--- config.mk ---
export PLATFORM = sky130hd
export DESIGN_NAME = shared_timer_arbiter
export DESIGN_NICKNAME = d
export VERILOG_FILES = /design/src/rtl/shared_timer_arbiter_pkg.sv /design/src/rtl/shared_timer_arbiter_tick_prescaler.sv /design/src/rtl/shared_timer_arbiter.sv
export SDC_FILE = /design/constraint.sdc
export NUM_CORES = 1
export LEC_CHECK = 0
export CAP_MARGIN = 5
export CORE_MARGIN = 10
export CORE_UTILIZATION = 35
export CTS_BUF_LIST = sky130_fd_sc_hd__clkbuf_4 sky130_fd_sc_hd__clkbuf_8
export CTS_CLUSTER_DIAMETER = 120
export DETAILED_ROUTE_END_ITERATION = 10
export GPL_ROUTABILITY_DRIVEN = 0
export PLACE_DENSITY_LB_ADDON = 0.25
export SYNTH_ARGS = -nofsm -noshare
export SYNTH_HDL_FRONTEND = slang
export SYNTH_SLANG_ARGS = --single-unit
--- constraint.sdc ---
create_clock -name clock -period 6.44 [get_ports clock]
set_input_delay 1.288 -clock clock [delete_from_list [all_inputs] [get_ports clock]]
set_output_delay 1.288 -clock clock [all_outputs]
set_load 0.02 [all_outputs]
--- src/rtl/shared_timer_arbiter_pkg.sv ---
// Shared definitions for the timer arbiter and its sibling timer blocks:
// FSM state encodings, the default tick divider and the round-robin
// pointer helper.
package shared_timer_arbiter_pkg;

    // FSM encodings shared by the timer blocks
    typedef enum logic [1:0] {
        ST_IDLE = 2'd0,
        ST_LOAD = 2'd1,
        ST_RUN  = 2'd2,
        ST_DONE = 2'd3
    } state_e;

    // One second at 50 MHz
    localparam int TICK_DIV_DEFAULT = 50000000;

    // Round-robin successor of a requester index, wrapping modulo n
    function automatic logic [2:0] next_ptr(input logic [2:0] id, input int n);
        if (int'(id) + 1 >= n) begin
            return 3'd0;
        end
        return id + 3'd1;
    endfunction

endpackage

--- src/rtl/shared_timer_arbiter_tick_prescaler.sv ---
// Tick prescaler: counts 0..TICK_DIV-1 while enabled and flags the terminal
// count so the owner of the timer can step its tick counter.
module tick_prescaler #(
    parameter int CW       = 26,
    parameter int TICK_DIV = 50000000
) (
    input  logic clock,
    input  logic reset_l,
    input  logic clr,
    input  logic en,
    output logic tick
);

    localparam logic [CW-1:0] TERM = CW'(TICK_DIV - 1);

    logic [CW-1:0] cnt_q;
    logic [CW-1:0] cnt_d;

    assign tick = en && (cnt_q == TERM);

    // Next count: clear wins, otherwise count up and wrap at terminal count
    always_comb begin
        cnt_d = cnt_q;
        if (clr) begin
            cnt_d = '0;
        end else if (en) begin
            cnt_d = tick ? '0 : cnt_q + CW'(1);
        end
    end

    // Count register
    always_ff @(posedge clock or negedge reset_l) begin
        if (!reset_l) begin
            cnt_q <= '0;
        end else begin
            cnt_q <= cnt_d;
        end
    end

endmodule

--- src/rtl/shared_timer_arbiter.sv ---
// Shared one-shot interval timer with round-robin arbitration among N
// requesters. The winner gets a pulse of dur*TICK_DIV clocks on `out`,
// followed by a one-cycle done strobe.
// Optional feature macro: TIMER_ARB_PRIORITY_EN -- requester 0 becomes
// absolute priority and its grants leave the round-robin pointer untouched.
module shared_timer_arbiter
    import shared_timer_arbiter_pkg::*;
#(
    parameter int N        = 4,
    parameter int DW       = 4,
    parameter int TICK_DIV = TICK_DIV_DEFAULT,
    parameter int CW       = 26
) (
    input  logic            clock,
    input  logic            reset_l,
    input  logic [N-1:0]    req,
    input  logic [N*DW-1:0] dur,
    output logic [N-1:0]    grant,
    output logic [2:0]      grant_id,
    output logic            busy,
    output logic            out,
    output logic [N-1:0]    done
);

    state_e        state_q;
    logic [N-1:0]  grant_q;
    logic [2:0]    grant_id_q;
    logic          busy_q;
    logic          out_q;
    logic [N-1:0]  done_q;
    logic [2:0]    rr_ptr_q;
    logic [2:0]    rr_ptr_d;
    logic [DW-1:0] remain_q;

    logic [2*N-1:0] req_dbl;
    logic [2*N-1:0] req_sh;
    logic [N-1:0]   req_rot;
    logic [2:0]     rot_idx;
    logic           rot_hit;
    logic [3:0]     rot_sum;
    logic [2:0]     win_id_d;
    logic           win_vld_d;
    logic [DW-1:0]  dur_sel;
    logic           owner_req;
    logic           tick;

    assign grant    = grant_q;
    assign grant_id = grant_id_q;
    assign busy     = busy_q;
    assign out      = out_q;
    assign done     = done_q;

    assign owner_req = |(req & grant_q);

    tick_prescaler #(
        .CW       (CW),
        .TICK_DIV (TICK_DIV)
    ) u_prescaler (
        .clock   (clock),
        .reset_l (reset_l),
        .clr     (state_q == ST_LOAD),
        .en      (state_q == ST_RUN),
        .tick    (tick)
    );

    // Arbiter: rotate requests by rr_ptr, take the lowest set bit, rotate back
    always_comb begin
        req_dbl = {req, req};
        req_sh  = req_dbl >> rr_ptr_q;
        req_rot = req_sh[N-1:0];
        rot_hit = 1'b0;
        rot_idx = 3'd0;
        for (int i = N - 1; i >= 0; i--) begin
            if (req_rot[i]) begin
                rot_hit = 1'b1;
                rot_idx = 3'(i);
            end
        end
        rot_sum = 4'(rr_ptr_q) + 4'(rot_idx);
        if (rot_sum >= 4'(N)) begin
            rot_sum = rot_sum - 4'(N);
        end
        win_id_d  = rot_sum[2:0];
        win_vld_d = rot_hit;
`ifdef TIMER_ARB_PRIORITY_EN
        if (req[0]) begin
            win_id_d  = 3'd0;
            win_vld_d = 1'b1;
        end
`endif
    end

    // Duration of the current owner, muxed with constant slices
    always_comb begin
        dur_sel = '0;
        for (int i = 0; i < N; i++) begin
            if (grant_id_q == 3'(i)) begin
                dur_sel = dur[i*DW +: DW];
            end
        end
    end

    // Pointer value to adopt when the owner releases the timer
    always_comb begin
        rr_ptr_d = next_ptr(grant_id_q, N);
`ifdef TIMER_ARB_PRIORITY_EN
        if (grant_id_q == 3'd0) begin
            rr_ptr_d = rr_ptr_q;
        end
`endif
    end

    // Timer FSM with registered outputs: IDLE -> LOAD -> RUN -> DONE -> IDLE
    always_ff @(posedge clock or negedge reset_l) begin
        if (!reset_l) begin
            state_q    <= ST_IDLE;
            grant_q    <= '0;
            grant_id_q <= 3'd0;
            busy_q     <= 1'b0;
            out_q      <= 1'b0;
            done_q     <= '0;
            rr_ptr_q   <= 3'd0;
            remain_q   <= '0;
        end else begin
            done_q <= '0;
            case (state_q)
                ST_IDLE: begin
                    if (win_vld_d) begin
                        grant_q    <= {{(N-1){1'b0}}, 1'b1} << win_id_d;
                        grant_id_q <= win_id_d;
                        busy_q     <= 1'b1;
                        state_q    <= ST_LOAD;
                    end
                end
                ST_LOAD: begin
                    remain_q <= dur_sel;
                    if (!owner_req) begin
                        state_q  <= ST_IDLE;
                        grant_q  <= '0;
                        busy_q   <= 1'b0;
                        rr_ptr_q <= rr_ptr_d;
                    end else if (dur_sel == '0) begin
                        state_q <= ST_DONE;
                        done_q  <= grant_q;
                    end else begin
                        state_q <= ST_RUN;
                        out_q   <= 1'b1;
                    end
                end
                ST_RUN: begin
                    if (!owner_req) begin
                        state_q  <= ST_IDLE;
                        grant_q  <= '0;
                        busy_q   <= 1'b0;
                        out_q    <= 1'b0;
                        rr_ptr_q <= rr_ptr_d;
                    end else if (tick) begin
                        remain_q <= remain_q - DW'(1);
                        if (remain_q == DW'(1)) begin
                            state_q <= ST_DONE;
                            out_q   <= 1'b0;
                            done_q  <= grant_q;
                        end
                    end
                end
                ST_DONE: begin
                    state_q  <= ST_IDLE;
                    grant_q  <= '0;
                    busy_q   <= 1'b0;
                    out_q    <= 1'b0;
                    rr_ptr_q <= rr_ptr_d;
                end
                default: begin
                    state_q <= ST_IDLE;
                    grant_q <= '0;
                    busy_q  <= 1'b0;
                    out_q   <= 1'b0;
                end
            endcase
        end
    end

endmodule

== Yosys cells after proc, flatten, opt, wreduce, memory -nomap -nowiden ==
Cells that the tools add are included.
Storage, ports and cells
  flip-flop bits (word level): 48
  input port bits: 22
  logic and storage cells: 100
Cells by class
  add/subtract/negate cells: 6
  magnitude comparators: 2
  equality and inequality tests: 16
  shift operators: 2
  muxes and demuxes: 49
  bitwise operators: 1
  reduce and logical (&&, ||, !) cells: 15
Operators with widths (count)
  26-bit two-way mux: 3
  4-bit two-way mux: 13
  26-bit by 1-bit adder with 26-bit output, second input constant: 1
  26-bit equality test, second input constant: 1
  3-bit two-way mux: 6
  4-bit one-hot mux with 2 select lines: 2
  2-bit two-way mux: 7
  1-bit two-way mux: 13
  2-bit inequality test, second input constant: 6
  4-bit one-hot mux with 3 select lines: 1
  4-bit by 3-bit >= comparator with 1-bit output, second input constant: 2
  2-bit one-hot mux with 4 select lines: 1
  8-bit by 3-bit right shift with 4-bit output: 1
  3-bit by 2-bit equality test with 1-bit output, second input constant: 2
  3-bit inequality test, second input constant: 2
  1-bit one-hot mux with 3 select lines: 2
  3-bit one-hot mux with 2 select lines: 1
  2-bit AND reduction: 3
  3-bit AND reduction: 2
  5-bit AND reduction: 1
  3-bit by 1-bit adder with 4-bit output, second input constant: 1
  3-bit by 3-bit adder with 4-bit output: 1
  4-bit bitwise AND: 1
  2-bit equality test, second input constant: 2
  other kinds (15): 16

== Longest topological paths before layout ==
  depth after elaboration: 11
  depth in mapped cells: 12

== Hierarchy ==
Synthesis repeated with hierarchy kept, for this count alone.
Unflattened totals
  cells, all modules: 329
  area, all modules: 3153.0 um^2
By module, submodules not included
  shared_timer_arbiter: instances 1, cells an instance 172, area an instance 1660.3 um^2, seq. area each 550.5 um^2
  tick_prescaler: instances 1, cells an instance 157, area an instance 1492.7 um^2, seq. area each 650.6 um^2

== Least setup slack after synthesis ==
Ideal clock, no wire load.
  kind: in2reg
  start point: input port req[0]
  end point: register grant_q[2], in the netlist grant[2]
  setup time: 125 ps
  data arrival time: 2993 ps
  data required time: 6315 ps
  path slack: 3322 ps
  cell stages on the path: 6
  path buffers: 0
  cell sequence: nor2b_1 -> or2_2 -> o31ai_1 -> fa_1 -> and3b_1 -> mux2_2
Between the ends
  word-level cells in the longest chain between the ends: 11
RTL lines
  start: declaration: line shared_timer_arbiter.sv:16  | input logic [N-1:0] req,
  8-bit by 3-bit right shift with 4-bit output *: line shared_timer_arbiter.sv:69  | req_sh = req_dbl >> rr_ptr_q;
  2-bit two-way mux (2 in series): line shared_timer_arbiter.sv:74  | if (req_rot[i]) begin
  3-bit two-way mux: line shared_timer_arbiter.sv:74
  3-bit two-way mux *: line shared_timer_arbiter.sv:74
  3-bit by 3-bit adder with 4-bit output *: line shared_timer_arbiter.sv:79  | rot_sum = 4'(rr_ptr_q) + 4'(rot_idx);
  4-bit by 3-bit >= comparator with 1-bit output or 3-bit subtractor (tied branches): line shared_timer_arbiter.sv:80, shared_timer_arbiter.sv:81
  3-bit two-way mux *: line shared_timer_arbiter.sv:80  | if (rot_sum >= 4'(N)) begin
  named net rot_sum[1]: line shared_timer_arbiter.sv:40  | logic [3:0] rot_sum;
  1-bit by 3-bit << shifter with 4-bit output *: line shared_timer_arbiter.sv:129  | grant_q <= {{(N-1){1'b0}}, 1'b1} << win_id_d;
  4-bit two-way mux *: line shared_timer_arbiter.sv:128  | if (win_vld_d) begin
  4-bit one-hot mux with 3 select lines *: line shared_timer_arbiter.sv:126  | case (state_q)
  end signal: assignment: line shared_timer_arbiter.sv:129
  end: declaration: line shared_timer_arbiter.sv:26  | logic [N-1:0] grant_q;
Mark *: on every way through the listed nets, which the timed path passes. The rest lies on a longest branch. The select of a mux whose other input is x is not followed.
A chain may end at the register's enable or synchronous reset.

== Final worst setup path ==
  start point: input port req[2]
  end point: register grant_q[2], in the netlist grant[2]
Same word-level chain as after synthesis.

==> run_results.csv <==
group,metric,value,unit
timing,period_share,54.5,%
logic_synthesis,synth_seq_cells,48,
timing,finClkSkew,10.9,ps
worst_setup_path,r2r-end,"u_prescaler.cnt_q[5]",
logic_synthesis,yosys-top-cells-count,"48 x dfrtp_1, 39 x nand2_1, 26 x nand3_1",
timing,final_max_slew_viol_count,0,
logic_synthesis,syn_area_per_cell,8.96,um2
worst_setup_path,crit_required,6630,ps
clock_network,htree_num_levels,2,
clock_network,cts_buffer_depth,2,
logic_synthesis,synth_area_leaders,"dfrtp_1 36%, ha_1 5.7%, nand2_1 4.4%, nand3_1 3.9%, o21ai_0 3.0%",
finish,layout.nets,433,
worst_setup_path,timing.rr.start,"u_prescaler.cnt_q[0]",
timing,setup_violations,0,
finish,stdcell_count,505,
routing,ant_nets,0,
floorplanning,dieArea,13700,um2
worst_setup_path,max_stage_delay,540,ps
floorplanning,io_pins,35,
placement,dp.cells,499,
grt,gr-total-overflow,0,
hold_path,min_delay_path_depth,1,
routing,via_count,2833,
pwr,ir_drop,0.000220,V
finish,syn_to_final_growth,14.7,%
floorplanning,die_w,117,um
timing,worst_slew_pin_slew,927,ps
finish,fin_area,3780,um2
worst_setup_path,worstSetupStartpointType,"input port",
placement,dpl_cell_area,3680,um2
hold_path,hold_path.class,"flip-flop to flip-flop",
logic_synthesis,synth_cell_types,63,
clock_network,cts_hold_buf,0,
pwr,p_leak,0.00151,uW
outcome,run_status,"finished clean",
grt,antenna_found_initial,0,
clock_network,clockRootBuffer,"clkbuf_8",
logic_synthesis,syn-num-nets,406,
grt,grt_start_max_net_pins,49,
timing,min_period,3510,ps
floorplanning,core_area,9200,um2
logic_synthesis,yosys_warnings,0,
logic_synthesis,synth_top_area_cell,"dfrtp_1",
timing,slew_headroom,37.7,%
worst_setup_path,path_class,"input port to flip-flop",
clock_network,cts_tree,"done",
placement,numPortBuffers,34,
worst_setup_path,ff2ff_setup_slack,3770,ps
grt,grt_pass1_vias,2656,
floorplanning,die_height,117,um
timing,finalSetupTns,0,ps
worst_setup_path,path_cells,"clkdlybuf4s50_1, nor2b_1, a311oi_1, nand4_1, o31ai_1, fa_1, and3b_1, mux2_2",
finish,layout-drive-gt1-share,7.36,%
clock_network,cts_sinks,48,
logic_synthesis,synth_top_area_share,36.4,%
floorplanning,initial_core_util,35.9,%
clock_network,clkTransAtPathRegs,90,ps
logic_synthesis,synth_edf_count,0,
worst_setup_path,endpoint_kind,"flip-flop",
worst_setup_path,slowest_stage,"fa_1",
timing,fmax,285,MHz
clock_network,postCtsSetupBuffers,0,
pwr,power_density,350,nW/um2
floorplanning,placementRows,35,
flow_run,maxCapViolations,0,
logic_synthesis,syn_inst,368,
worst_setup_path,ff2ff_path_depth,6,
clock_network,numCtsBuffers,5,
placement,dp_hpwl,5840,um
worst_setup_path,crit_arrival,3700,ps
routing,first_iter_violations,121,
hold_path,hp-start,"u_prescaler.cnt_q[25]",
clock_network,clock_latency,310,ps
logic_synthesis,yosysMostFrequentCell,"dfrtp_1",
logic_synthesis,synth-seq-area-share,36.4,%
timing,hold_violations,0,
routing,drc,0,
logic_synthesis,syn-cell-area,3300,um2
routing,drt_wl_total,8100,um
finish,n_antenna_cell,0,
logic_synthesis,synthFlopType,"dfrtp_1",
grt,grt_pass1_wl,13500,um
routing,wl_per_cell,16.0,um
clock_network,ctsResizeCount,0,
routing,drtPass1Iterations,6,
worst_setup_path,cp_max_fo,6,
routing,viasPerCell,5.61,
logic_synthesis,synthArstFlopShare,100,%
hold_path,min_to,"u_prescaler.cnt_q[25]",
timing,rsz0062_at_grt,"no",
grt,grt_usage,12.1,%
cells in the final DEF, fill, tap and decap left out, types with 7 or more instances in the layout:
cell type,n
nand3_1,26
clkdlybuf4s50_1,33
a21oi_1,12
ha_1,15
nor3_1,7
dfrtp_1,48
mux2_2,7
nor2_1,13
nand4_1,15
nand2_1,39
and3_1,7
nand2b_1,8
nor2b_1,11
o21ai_0,20
inv_1,21
kinds of logic after synthesis:
group	Yosys count	share of synthesized area (%)
adders and majority gates	16	6.30
xor gates and xnor gates	4	1.06
AOI/OAI and AO/OA	82	16.9
buffers and inverters	37	5.54
muxes	12	3.91
DFF	48	36.4
and+or+nand+nor	169	29.8
flip-flops by register name (all words and copies together), names as in the netlist:
register	flops
remain_q	4
grant_id	3
done	4
u_prescaler.cnt_q	26
grant	4
busy	1
rr_ptr_q	3
state_q	2
out	1
worst max path at each step:
stage          cells past startpoint  slack [ps]       end  startpoint
2_1_floorplan                      6        3320  grant[2]      req[0]
3_3_place_gp                       8        2700  grant[2]      req[2]
3_5_place_dp                       8        2600  grant[2]      req[2]
4_1_cts                            8        2930  grant[2]      req[2]
5_1_grt                           11        2660  grant[0]      req[2]
6_report                           8        2930  grant[2]      req[2]
metrics by stage:
stage | util, % | total power (uW) | hold WS [ps] | setup WS [ps]
2_1_floorplan | - | 937 | 456 | 3320
3_3_place_gp | 40.0 | 1100 | 485 | 2700
3_5_place_dp | 40.0 | 1120 | 492 | 2600
4_1_cts | 41.1 | 1340 | 517 | 2930
5_1_grt | 41.1 | 1440 | 530 | 2660
6_report | 41.1 | 1320 | 516 | 2930
routing by layer:
metal  global-route usage [%]  routed length (um)  vias to the layer above
met4                     3.79                 113                        0
met2                     18.7                3820                       37
met3                     2.29                 247                        7
li1                         -                   -                     1416
met1                     16.5                3910                     1373
met5                        0                   0                        -
critical path, delay by kind of cell:
| family | cells | cell delay (ps) |
|---|---|---|
| adders and majority gates | 1 | 540 |
| buffers and inverters | 1 | 500 |
| muxes | 1 | 260 |
| AOI/OAI and AO/OA | 2 | 580 |
| and+or+nand+nor | 3 | 530 |
power breakdown:
part | total (uW) | internal [uW] | switching (uW)
clock network | 216 | 112 | 104
logic | 690 | 276 | 415
registers | 417 | 356 | 61.7
total | 1320 | 743 | 581
final cells by class:
type                            instances  area (um2)
Fill cell                             926        5420
Multi-Input combinational cell        283        1910
Sequential cell                        48        1200
Timing Repair Buffer                   36         350
Tap cell                              111         139
Inverter                               21        78.8
Clock buffer                            5        68.8
Clock inverter                          1        30.0
(Power assumes the default switching activity.)
